<file path="src/rtl/nibble_alu_pkg.sv">
// nibble_alu_pkg
//   Shared definitions for the nibble-serial ALU: op-code constants,
//   FSM state encoding, nibble geometry and a small op decode helper.
package nibble_alu_pkg;

  localparam int NIBBLES = 4;
  localparam int NIB_W   = 4;
  localparam int WORD_W  = NIBBLES * NIB_W;

  localparam logic [1:0] OP_AND = 2'b00;
  localparam logic [1:0] OP_OR  = 2'b01;
  localparam logic [1:0] OP_XOR = 2'b10;
  localparam logic [1:0] OP_ADD = 2'b11;

  typedef enum logic [1:0] {
    ST_IDLE = 2'd0,
    ST_RUN  = 2'd1,
    ST_DONE = 2'd2
  } state_t;

  // Only ADD propagates a carry between nibbles.
  function automatic logic op_uses_carry(input logic [1:0] op);
    return (op == OP_ADD);
  endfunction

endpackage

</file>
<file path="src/rtl/logic4_slice.sv">
// logic4_slice
//   Purely combinational 4-bit ALU slice, time-shared by nibble_alu_seq.
//   Ports:
//     a, b  [3:0]  operand nibbles
//     op    [1:0]  operation (OP_AND / OP_OR / OP_XOR / OP_ADD)
//     cin          carry-in (only meaningful for ADD)
//     y     [3:0]  result nibble
//     cout         carry-out for ADD, 0 for the logic operations
module logic4_slice
  import nibble_alu_pkg::*;
(
  input  logic [3:0] a,
  input  logic [3:0] b,
  input  logic [1:0] op,
  input  logic       cin,
  output logic [3:0] y,
  output logic       cout
);

  logic [4:0] sum;

  assign sum = {1'b0, a} + {1'b0, b} + {4'b0000, cin};

  always_comb begin
    y    = 4'h0;
    cout = 1'b0;
    case (op)
      OP_AND: y = a & b;
      OP_OR:  y = a | b;
      OP_XOR: y = a ^ b;
      OP_ADD: begin
        y    = sum[3:0];
        cout = op_uses_carry(op) & sum[4];
      end
      default: begin
        y    = 4'h0;
        cout = 1'b0;
      end
    endcase
  end

endmodule

</file>
<file path="src/rtl/nibble_alu_seq.sv">
// nibble_alu_seq
//   16-bit AND/OR/XOR/ADD unit that processes one nibble per clock through
//   a single logic4_slice, least-significant nibble first.
//   Ports:
//     clk, rst_n         clock, synchronous active-low reset
//     in_valid/in_ready  request handshake (in_op, in_a, in_b)
//     out_valid/out_ready result handshake (out_data, out_carry)
//     busy               FSM is not idle
//   Flow: IDLE --accept--> RUN (4 edges, one per nibble) --> DONE --out_ready--> IDLE
module nibble_alu_seq
  import nibble_alu_pkg::*;
(
  input  logic        clk,
  input  logic        rst_n,
  input  logic        in_valid,
  output logic        in_ready,
  input  logic [1:0]  in_op,
  input  logic [15:0] in_a,
  input  logic [15:0] in_b,
  output logic        out_valid,
  input  logic        out_ready,
  output logic [15:0] out_data,
  output logic        out_carry,
  output logic        busy
);

  state_t state_reg, state_next;

  logic [1:0]        op_reg;
  logic [WORD_W-1:0] a_reg;
  logic [WORD_W-1:0] b_reg;
  logic [1:0]        idx_reg;
  logic              carry_reg;
  logic [NIB_W-1:0]  res_nib_reg [NIBBLES];
  logic [WORD_W-1:0] out_data_reg;
  logic              out_carry_reg;

  logic              accept;
  logic              run_step;
  logic              last_step;
  logic [NIB_W-1:0]  slice_a;
  logic [NIB_W-1:0]  slice_b;
  logic [NIB_W-1:0]  slice_y;
  logic              slice_cout;
  logic [WORD_W-1:0] final_word;

  // ---------------- FSM ----------------
  always_ff @(posedge clk) begin
    if (!rst_n) state_reg <= ST_IDLE;
    else        state_reg <= state_next;
  end

  always_comb begin
    state_next = state_reg;
    case (state_reg)
      ST_IDLE: if (in_valid)  state_next = ST_RUN;
      ST_RUN:  if (last_step) state_next = ST_DONE;
      ST_DONE: if (out_ready) state_next = ST_IDLE;
      default: state_next = ST_IDLE;
    endcase
  end

  assign in_ready  = (state_reg == ST_IDLE);
  assign out_valid = (state_reg == ST_DONE);
  assign busy      = (state_reg != ST_IDLE);

  assign accept    = in_ready & in_valid;
  assign run_step  = (state_reg == ST_RUN);
  assign last_step = run_step & (idx_reg == 2'(NIBBLES - 1));

  // ---------------- slice ----------------
  assign slice_a = a_reg[{idx_reg, 2'b00} +: NIB_W];
  assign slice_b = b_reg[{idx_reg, 2'b00} +: NIB_W];

  logic4_slice u_slice (
    .a    (slice_a),
    .b    (slice_b),
    .op   (op_reg),
    .cin  (carry_reg),
    .y    (slice_y),
    .cout (slice_cout)
  );

  // ---------------- operand / sequencing registers ----------------
  always_ff @(posedge clk) begin
    if (!rst_n) begin
      op_reg    <= OP_AND;
      a_reg     <= '0;
      b_reg     <= '0;
      idx_reg   <= 2'd0;
      carry_reg <= 1'b0;
    end else if (accept) begin
      op_reg    <= in_op;
      a_reg     <= in_a;
      b_reg     <= in_b;
      idx_reg   <= 2'd0;
      carry_reg <= 1'b0;
    end else if (run_step) begin
      idx_reg   <= idx_reg + 2'd1;
      carry_reg <= slice_cout;
    end
  end

  // ---------------- per-nibble result registers ----------------
  // On the last step the top nibble is still on the slice output, so the
  // completed word is assembled from the stored nibbles plus slice_y.
  generate
    for (genvar gi = 0; gi < NIBBLES; gi++) begin : g_nib
      always_ff @(posedge clk) begin
        if (!rst_n)
          res_nib_reg[gi] <= '0;
        else if (run_step && idx_reg == 2'(gi))
          res_nib_reg[gi] <= slice_y;
      end

      if (gi == NIBBLES - 1) begin : g_top
        assign final_word[gi*NIB_W +: NIB_W] = slice_y;
      end else begin : g_low
        assign final_word[gi*NIB_W +: NIB_W] = res_nib_reg[gi];
      end
    end
  endgenerate

  // Output registers load only on completion so the previous result stays
  // visible while the next request is being computed.
  always_ff @(posedge clk) begin
    if (!rst_n) begin
      out_data_reg  <= '0;
      out_carry_reg <= 1'b0;
    end else if (last_step) begin
      out_data_reg  <= final_word;
      out_carry_reg <= slice_cout;
    end
  end

  assign out_data  = out_data_reg;
  assign out_carry = out_carry_reg;

endmodule

</file>
<file path="config.mk">
export PLATFORM = sky130hd
export DESIGN_NAME = nibble_alu_seq
export DESIGN_NICKNAME = d
export VERILOG_FILES = /design/src/rtl/nibble_alu_pkg.sv /design/src/rtl/logic4_slice.sv /design/src/rtl/nibble_alu_seq.sv
export SDC_FILE = /design/constraint.sdc
export NUM_CORES = 1
export LEC_CHECK = 0
export ABC_AREA = 1
export BUFFER_PORTS_ARGS = -buffer_cell sky130_fd_sc_hd__clkbuf_2
export CAP_MARGIN = 20
export CELL_PAD_IN_SITES_DETAIL_PLACEMENT = 2
export CELL_PAD_IN_SITES_GLOBAL_PLACEMENT = 2
export CORE_UTILIZATION = 29
export DETAILED_ROUTE_END_ITERATION = 10
export PLACE_DENSITY = 0.76
export SLEW_MARGIN = 10
export SYNTH_ARGS = -nofsm -noshare
export SYNTH_HDL_FRONTEND = slang
export SYNTH_SLANG_ARGS = --single-unit
export TNS_END_PERCENT = 10
</file>
<file path="constraint.sdc">
create_clock -name clk -period 2.34 [get_ports clk]
set_clock_uncertainty 0.2 [all_clocks]
set_input_delay 0 -clock clk [delete_from_list [all_inputs] [get_ports clk]]
set_output_delay 0 -clock clk [all_outputs]
set_load 0.05 [all_outputs]
</file>
==> results of run 1 <==
## per-layer routing
layer / track usage / up-vias
met4: 0.07639 / 0
met3: 0.03801 / 19
met2: 0.3859 / 62
li1: - / 1517
met1: 0.2196 / 1520
met5: 0 / -
## metrics by stage
| stage | utilization | hold slack (ns) | total power (W) |
|---|---|---|---|
| 4_1_cts | 0.4241 | 0.2311 | 0.003015 |
| 6_report | 0.4344 | 0.02853 | 0.003050 |
| 3_3_place_gp | 0.3574 | 0.05004 | 0.001729 |
| 2_1_floorplan | - | -0.03740 | 0.001603 |
| 5_1_grt | 0.4344 | 0.06507 | 0.003186 |
| 3_5_place_dp | 0.3574 | 0.06192 | 0.001759 |
## worst max-delay path: stages, from the launching register on
cell and delay [ns]:
dfxtp_4 0.44, buf_4 0.18, nand2_1 0.06, a32oi_1 0.34, inv_1 0.15, ha_4 0.26
nor2_2 0.16, nor2_2 0.05, nand2_1 0.08, nand2_1 0.09, nand3_2 0.09, and2_4 0.20
nor2_4 0.04
## power breakdown
group | internal [W] | switching, W | leakage (nW) | total [W]
logic | 0.000239 | 0.000321 | 1.28 | 0.000559
registers | 0.00126 | 0.0000521 | 0.586 | 0.00131
clock network | 0.000704 | 0.000479 | 0.117 | 0.00118
## kinds of logic (layout without fill, tap and decap cells)
logic type	count (synthesis)	count (layout)	synth area share
flops	68	68	0.4702
compound gates	85	85	0.1489
simple gates	177	177	0.2291
fa+ha+maj	14	14	0.06036
buf+inv	55	176	0.09134
## cell type report
| cell class | instances | area [µm²] |
|---|---|---|
| clock buffer | 9 | 123.9 |
| clock inverter | 7 | 115.1 |
| fill | 1179 | 5892 |
| inverter | 34 | 145.1 |
| multi-input combinational | 276 | 1562 |
| sequential | 68 | 1486 |
| tap | 136 | 170.2 |
| timing repair buffer | 126 | 922.1 |
## final timing paths
path / slack (ns) / to
worst max-delay path: -0.25 / res_nib_reg[1][3]$_SDFFCE_PN0P_
worst min-delay path: 0.03 / state_reg[0]$_SDFFE_PN0P_
worst max register to register: -0.25 / res_nib_reg[1][3]$_SDFFCE_PN0P_
worst min register to register: 0.28 / out_data[8]$_SDFFE_PN0P_
## cells in the final DEF (no fill, tap or decap), drive strengths merged
| master | Yosys | layout |
|---|---|---|
| o21a | 1 | 1 |
| dlygate4sd3 | 0 | 38 |
| or2 | 2 | 2 |
| edfxtp | 12 | 12 |
| o21ai | 55 | 55 |
| buf | 15 | 31 |
| o21bai | 2 | 2 |
| clkinv | 1 | 4 |
| nand3 | 10 | 10 |
| clkbuf | 6 | 66 |
| bufinv | 0 | 3 |
| fa | 2 | 2 |
| nand2 | 55 | 55 |
| a21o | 1 | 1 |
| clkinvlp | 0 | 1 |
| nor2 | 109 | 109 |
| and2 | 1 | 1 |
| dfxtp | 56 | 56 |
| a21oi | 18 | 18 |
| a32oi | 8 | 8 |
| inv | 33 | 33 |
| ha | 12 | 12 |
## what timing repair did
item / 4_1_cts / 5_1_grt
gates cloned: 0 / 0
endpoints found under the hold margin: 36 / 0
hold buffers: 38 / 0
gates resized for setup: 18 / 19
endpoints found under the setup margin: 17 / 18
buffers inserted: 3 / 1
pin swaps: 7 / 8
==> results.sh, run 1 <==
export IMPL_hold_viol_final=0
export IMPL_syn_area_um2=3151
export IMPL_hp_class="input port to flop"
export IMPL_setup_viol_count_final=12
export IMPL_rsz0062_at_grt="yes"
export IMPL_layout_drive_gt1_share=0.3038
export IMPL_grt_max_degree=39
export IMPL_placed_area_um2=3722
export IMPL_peakVddDrop_v=0.0002766
export IMPL_synth_most_common_cell="nor2_1"
export IMPL_worstMarginPinSlew_ns=0.4873
export IMPL_dpl_worst_slack_ns=-0.2105
export IMPL_track_usage=0.2028
export IMPL_coreArea_um2=10420
export IMPL_finalNonFillerCells=656
export IMPL_first_global_vias=3488
export IMPL_ys_top_cells_by_count="nor2_1, dfxtp_1, nand2_1, o21ai_0, inv_1"
export IMPL_yosysSeqAreaShare=0.4702
export IMPL_antenna_found_initial=0
export IMPL_synth_edf_count=12
export IMPL_port_buffers=57
export IMPL_fin_setup_tns_ns=-1.877
export IMPL_powerDensity_nw_per_um2=674.2
export IMPL_synth_seq_cells=68
export IMPL_drc_errors=0
export IMPL_synth_cell_types=29
export IMPL_dp_hpwl_um=7006
export IMPL_cp_arrival_ns=2.50
export IMPL_finalMaxSlewViolations=0
export IMPL_area_growth_pct=43.61
export IMPL_place_inst=598
export IMPL_clock_fmax_mhz=386.0
export IMPL_timing_final_crit_period_ns=2.590
export IMPL_fin_ws_ns=-0.2503
export IMPL_wire_per_inst_um=17.51
export IMPL_tritoncts="done"
export IMPL_overflow=0
export IMPL_min_delay_start="in_valid"
export IMPL_syn_avg_cell_area_um2=7.896
export IMPL_crit_fanout=6
export IMPL_fin_nets=567
export IMPL_dr_pass1_iters=5
export IMPL_dieArea_um2=11280
export IMPL_htreeDepth=3
export IMPL_endpoint_kind="flop"
export IMPL_yosysWarnings=0
export IMPL_startpoint="idx_reg[0]$_SDFFE_PP0P_"
export IMPL_status="finished with violations"
export IMPL_wl_met1_um=4606
export IMPL_max_slew_margin=0.6748
export IMPL_die_height_um=106.2
export IMPL_cp_required_ns=2.25
export IMPL_pin_count=58
export IMPL_die_x_um=106.2
export IMPL_via_count=3118
export IMPL_syn_nets=451
export IMPL_cts_clk_slew_worst_paths_ns=0.08
export IMPL_reg2reg_depth=12
export IMPL_cts_sinks=68
export IMPL_fp_row_count=37
export IMPL_yosys_top_cells_area="dfxtp_1, nor2_1, edfxtp_1, o21ai_0, nand2_1"
export IMPL_clk_latency_ns=0.36
export IMPL_grt_pass1_wl_um=17500
export IMPL_start_kind="flop"
export IMPL_fin_crit_sh=1.107
export IMPL_place_congestion=0.7938
export IMPL_leakage_nw=1.985
export IMPL_yosys_area_top_type="dfxtp_1"
export IMPL_wl_um=11490
export IMPL_wl_met2_um=6331
export IMPL_wl_met3_um=293
export IMPL_synthCells=399
export IMPL_first_iter_violations=102
export IMPL_numCtsBuffers=9
export IMPL_synth_top_area_frac=0.3558
export IMPL_viasPerCell=4.753
export IMPL_r2r_start="idx_reg[0]$_SDFFE_PP0P_"
export IMPL_synthArstFlopShare=0
export IMPL_ys_flop_type="dfxtp_1"
export IMPL_whs_path_depth=3
export IMPL_stdcell_area_um2=4524
export IMPL_ctsLongestPathBuffers=2
export IMPL_highest_layer="met4"
export IMPL_violations="negative setup slack"
export IMPL_initial_utilization=0.3025
export IMPL_antenna_cells=0
export IMPL_worstSetupPathType="flop to flop"
export IMPL_max_cap_viol_count=0
export IMPL_final_antenna_net_count=0
export IMPL_cts_root_buf="clkbuf_8"
Power figures use the tool's default switching activity.
==> inputs of run 2 (changes only) <==
--- a/config.mk
+++ b/config.mk
@@ -10,9 +10,9 @@
 export CAP_MARGIN = 20
 export CELL_PAD_IN_SITES_DETAIL_PLACEMENT = 2
 export CELL_PAD_IN_SITES_GLOBAL_PLACEMENT = 2
-export CORE_UTILIZATION = 29
+export CORE_UTILIZATION = 32
 export DETAILED_ROUTE_END_ITERATION = 10
-export PLACE_DENSITY = 0.76
+export PLACE_DENSITY = 0.79
 export SLEW_MARGIN = 10
 export SYNTH_ARGS = -nofsm -noshare
 export SYNTH_HDL_FRONTEND = slang
==> constraint.sdc (replaced) <==
create_clock -name clk -period 2.4 [get_ports clk]
set_clock_uncertainty 0.2 [all_clocks]
set_input_delay 0 -clock clk [delete_from_list [all_inputs] [get_ports clk]]
set_output_delay 0 -clock clk [all_outputs]
set_load 0.05 [all_outputs]
==> run 2 against run 1 <==
Against the previous run: the run still ends with negative setup slack left; setup slack improved by 0.032 ns; worst hold slack improved by 0.049 ns; critical path depth fell by 1; fmax fell by 1.1%; combinational power rose by 9.8%; non-clock buffer count fell by 5; final cell count fell by 1.8%; via count rose by 5.7%; total power fell by 3.4%; global-route usage rose by 4.7 points; cell area rose by 0.33%; flip-flop and latch count did not move; largest cell class unchanged.
==> results.sh, run 2 (synthesized netlist as in run 1, its figures left out) <==
export IMPL_cts_clk_slew_worst_paths_ns=0.09
export IMPL_setup_viol_count_final=16
export IMPL_clkPwrFrac=0.355
export IMPL_antenna_cells=0
export IMPL_timing_final_crit_period_ns=2.619
export IMPL_grt_max_degree=34
export IMPL_finalMaxSlewViolations=0
export IMPL_first_global_vias=3529
export IMPL_dr_pass1_iters=4
export IMPL_cp_slowest_stage_delay_ns=0.49
export IMPL_violations="negative setup slack"
export IMPL_drc_errors=0
export IMPL_crit_fanout=5
export IMPL_antenna_found_initial=0
export IMPL_worstMarginPinSlew_ns=0.4823
export IMPL_holdWs_ns=0.07760
export IMPL_path_cells="clkinv_4, a21oi_2, a32oi_4, fa_2, fa_2, nand2_1, nand2_1, inv_2, nand3_2, inv_2, nor2_1"
export IMPL_area_growth_pct=44.08
export IMPL_overflow=0
export IMPL_place_inst=582
export IMPL_initial_utilization=0.3362
export IMPL_wire_per_inst_um=21.90
export IMPL_first_iter_violations=128
export IMPL_wl_um=14110
export IMPL_endpoint_kind="flop"
export IMPL_final_antenna_net_count=0
export IMPL_htreeDepth=3
export IMPL_mostFrequentLayoutCells="nor2_1, clkbuf_2, dfxtp_1, o21ai_0, nand2_1"
export IMPL_powerDensity_nw_per_um2=649.2
export IMPL_p_int_w=0.001983
export IMPL_cts_sinks=68
export IMPL_status="finished with violations"
export IMPL_fin_ws_ns=-0.2187
export IMPL_cts_root_buf="clkbuf_8"
export IMPL_cp_arrival_ns=2.54
export IMPL_utilization=0.4844
export IMPL_max_slew_margin=0.6781
export IMPL_track_usage=0.2502
export IMPL_clk_latency_ns=0.39
export IMPL_regToRegSetupSlack_ns=-0.22
export IMPL_combPwrFrac=0.208
export IMPL_cp_required_ns=2.32
export IMPL_switching_share=0.3272
export IMPL_dp_hpwl_um=6932
export IMPL_pin_count=58
export IMPL_start_kind="flop"
export IMPL_tritoncts="done"
export IMPL_p_seq_frac=0.436
export IMPL_die_x_um=101.2
export IMPL_viasPerCell=5.118
export IMPL_startpoint="idx_reg[1]$_SDFFE_PP0P_"
export IMPL_worstSetupPathType="flop to flop"
export IMPL_max_cap_viol_count=0
export IMPL_place_congestion=0.8084
export IMPL_dpl_worst_slack_ns=-0.1423
export IMPL_fin_crit_sh=1.091
export IMPL_leakage_nw=1.992
export IMPL_fp_row_count=35
export IMPL_ctsLongestPathBuffers=2
export IMPL_fin_nets=562
export IMPL_finalNonFillerCells=644
export IMPL_dieArea_um2=10250
export IMPL_via_count=3296
export IMPL_clock_fmax_mhz=381.9
export IMPL_die_height_um=101.2
export IMPL_numCtsBuffers=9
export IMPL_layout_drive_gt1_share=0.3262
export IMPL_layout_commonest_cell="nor2_1"
export IMPL_port_buffers=57
export IMPL_coreArea_um2=9371
export IMPL_fill_cells=1049
export IMPL_peakVddDrop_v=0.0003741
export IMPL_endpoint="res_nib_reg[1][1]$_SDFFCE_PN0P_"
export IMPL_hp_class="input port to flop"
export IMPL_p_sw_w=0.0009643
export IMPL_grt_pass1_wl_um=19020
export IMPL_hold_viol_final=0
export IMPL_slowest_stage="fa_2"
export IMPL_reg2reg_depth=11
export IMPL_rsz0062_at_grt="yes"
export IMPL_r2r_end="res_nib_reg[1][1]$_SDFFCE_PN0P_"
export IMPL_r2r_start="idx_reg[1]$_SDFFE_PP0P_"
run 2: cell count changes in the layout (fill, tap and decap cells not counted), sizes merged:
cell	previous run	this run
clkbuf	66	67
dlygate4sd3	38	36
clkinvlp	1	2
buf	31	28
bufinv	3	1
run 2: per-stage QoR:
stage	cell area, µm²	setup TNS, ns	total power [W]
floorplan	3188	-0.02890	0.001556
global route	4539	-3.312	0.003051
CTS	4303	-0.02764	0.002767
global placement	3608	-0.01462	0.001656
detailed placement	3608	-1.145	0.001681
finish	4539	-2.098	0.002947
run 2: worst min-delay path by stage:
stage / cells after the start / start / slack [ns] / endpoint
finish: 4 / in_valid / 0.08 / a_reg[14]$_SDFFE_PN0P_
global route: 4 / in_valid / 0.13 / a_reg[10]$_SDFFE_PN0P_
CTS: 4 / in_valid / 0.07 / a_reg[7]$_SDFFE_PN0P_
detailed placement: 3 / in_b[13] / 0.07 / b_reg[13]$_SDFFE_PN0P_
global placement: 3 / in_a[9] / 0.05 / a_reg[9]$_SDFFE_PN0P_
floorplan: 2 / in_a[0] / -0.04 / a_reg[0]$_SDFFE_PN0P_
run 2: power groups by stage:
stage	Sequential [W]	Clock, W	Combinational [W]
floorplan	0.00128	0	0.000277
global placement	0.00130	0	0.000360
detailed placement	0.00130	0	0.000383
CTS	0.00127	0.00102	0.000472
global route	0.00129	0.00110	0.000658
finish	0.00129	0.00105	0.000614
run 2: layer usage:
layer | global-route usage | share of wire | vias up
met5 | 0 | 0 | -
met4 | 0.1070 | 0.044 | 0
met3 | 0.05176 | 0.043 | 43
met2 | 0.4532 | 0.53 | 117
met1 | 0.2844 | 0.39 | 1620
li1 | - | - | 1516
run 2: critical path: cells and delay by family (launching register included):
kind	cells	cell delay (ns)
adders and majority gates	2	0.91
DFF	1	0.38
AOI/OAI and AO/OA	2	0.33
and+or+nand+nor	4	0.30
buffers and inverters	3	0.26
run 2: area by class of cell:
type | instances | area [µm²] | area share
sequential | 68 | 1486 | 0.3275
clock inverter | 6 | 62.56 | 0.01378
multi-input combinational | 276 | 1652 | 0.3638
clock buffer | 10 | 137.6 | 0.03032
timing repair buffer | 121 | 889.6 | 0.1960
inverter | 34 | 150.1 | 0.03308
tap | 129 | 161.4 | 0.03556
run 2: what timing repair did:
| action | 4_1_cts | 5_1_grt |
|---|---|---|
| hold buffers | 36 | 0 |
| resized for setup | 27 | 44 |
| pin swaps | 6 | 23 |
| buffers inserted | 3 | 7 |
| hold endpoints to repair | 46 | 0 |
| endpoints found under the setup margin | 14 | 14 |
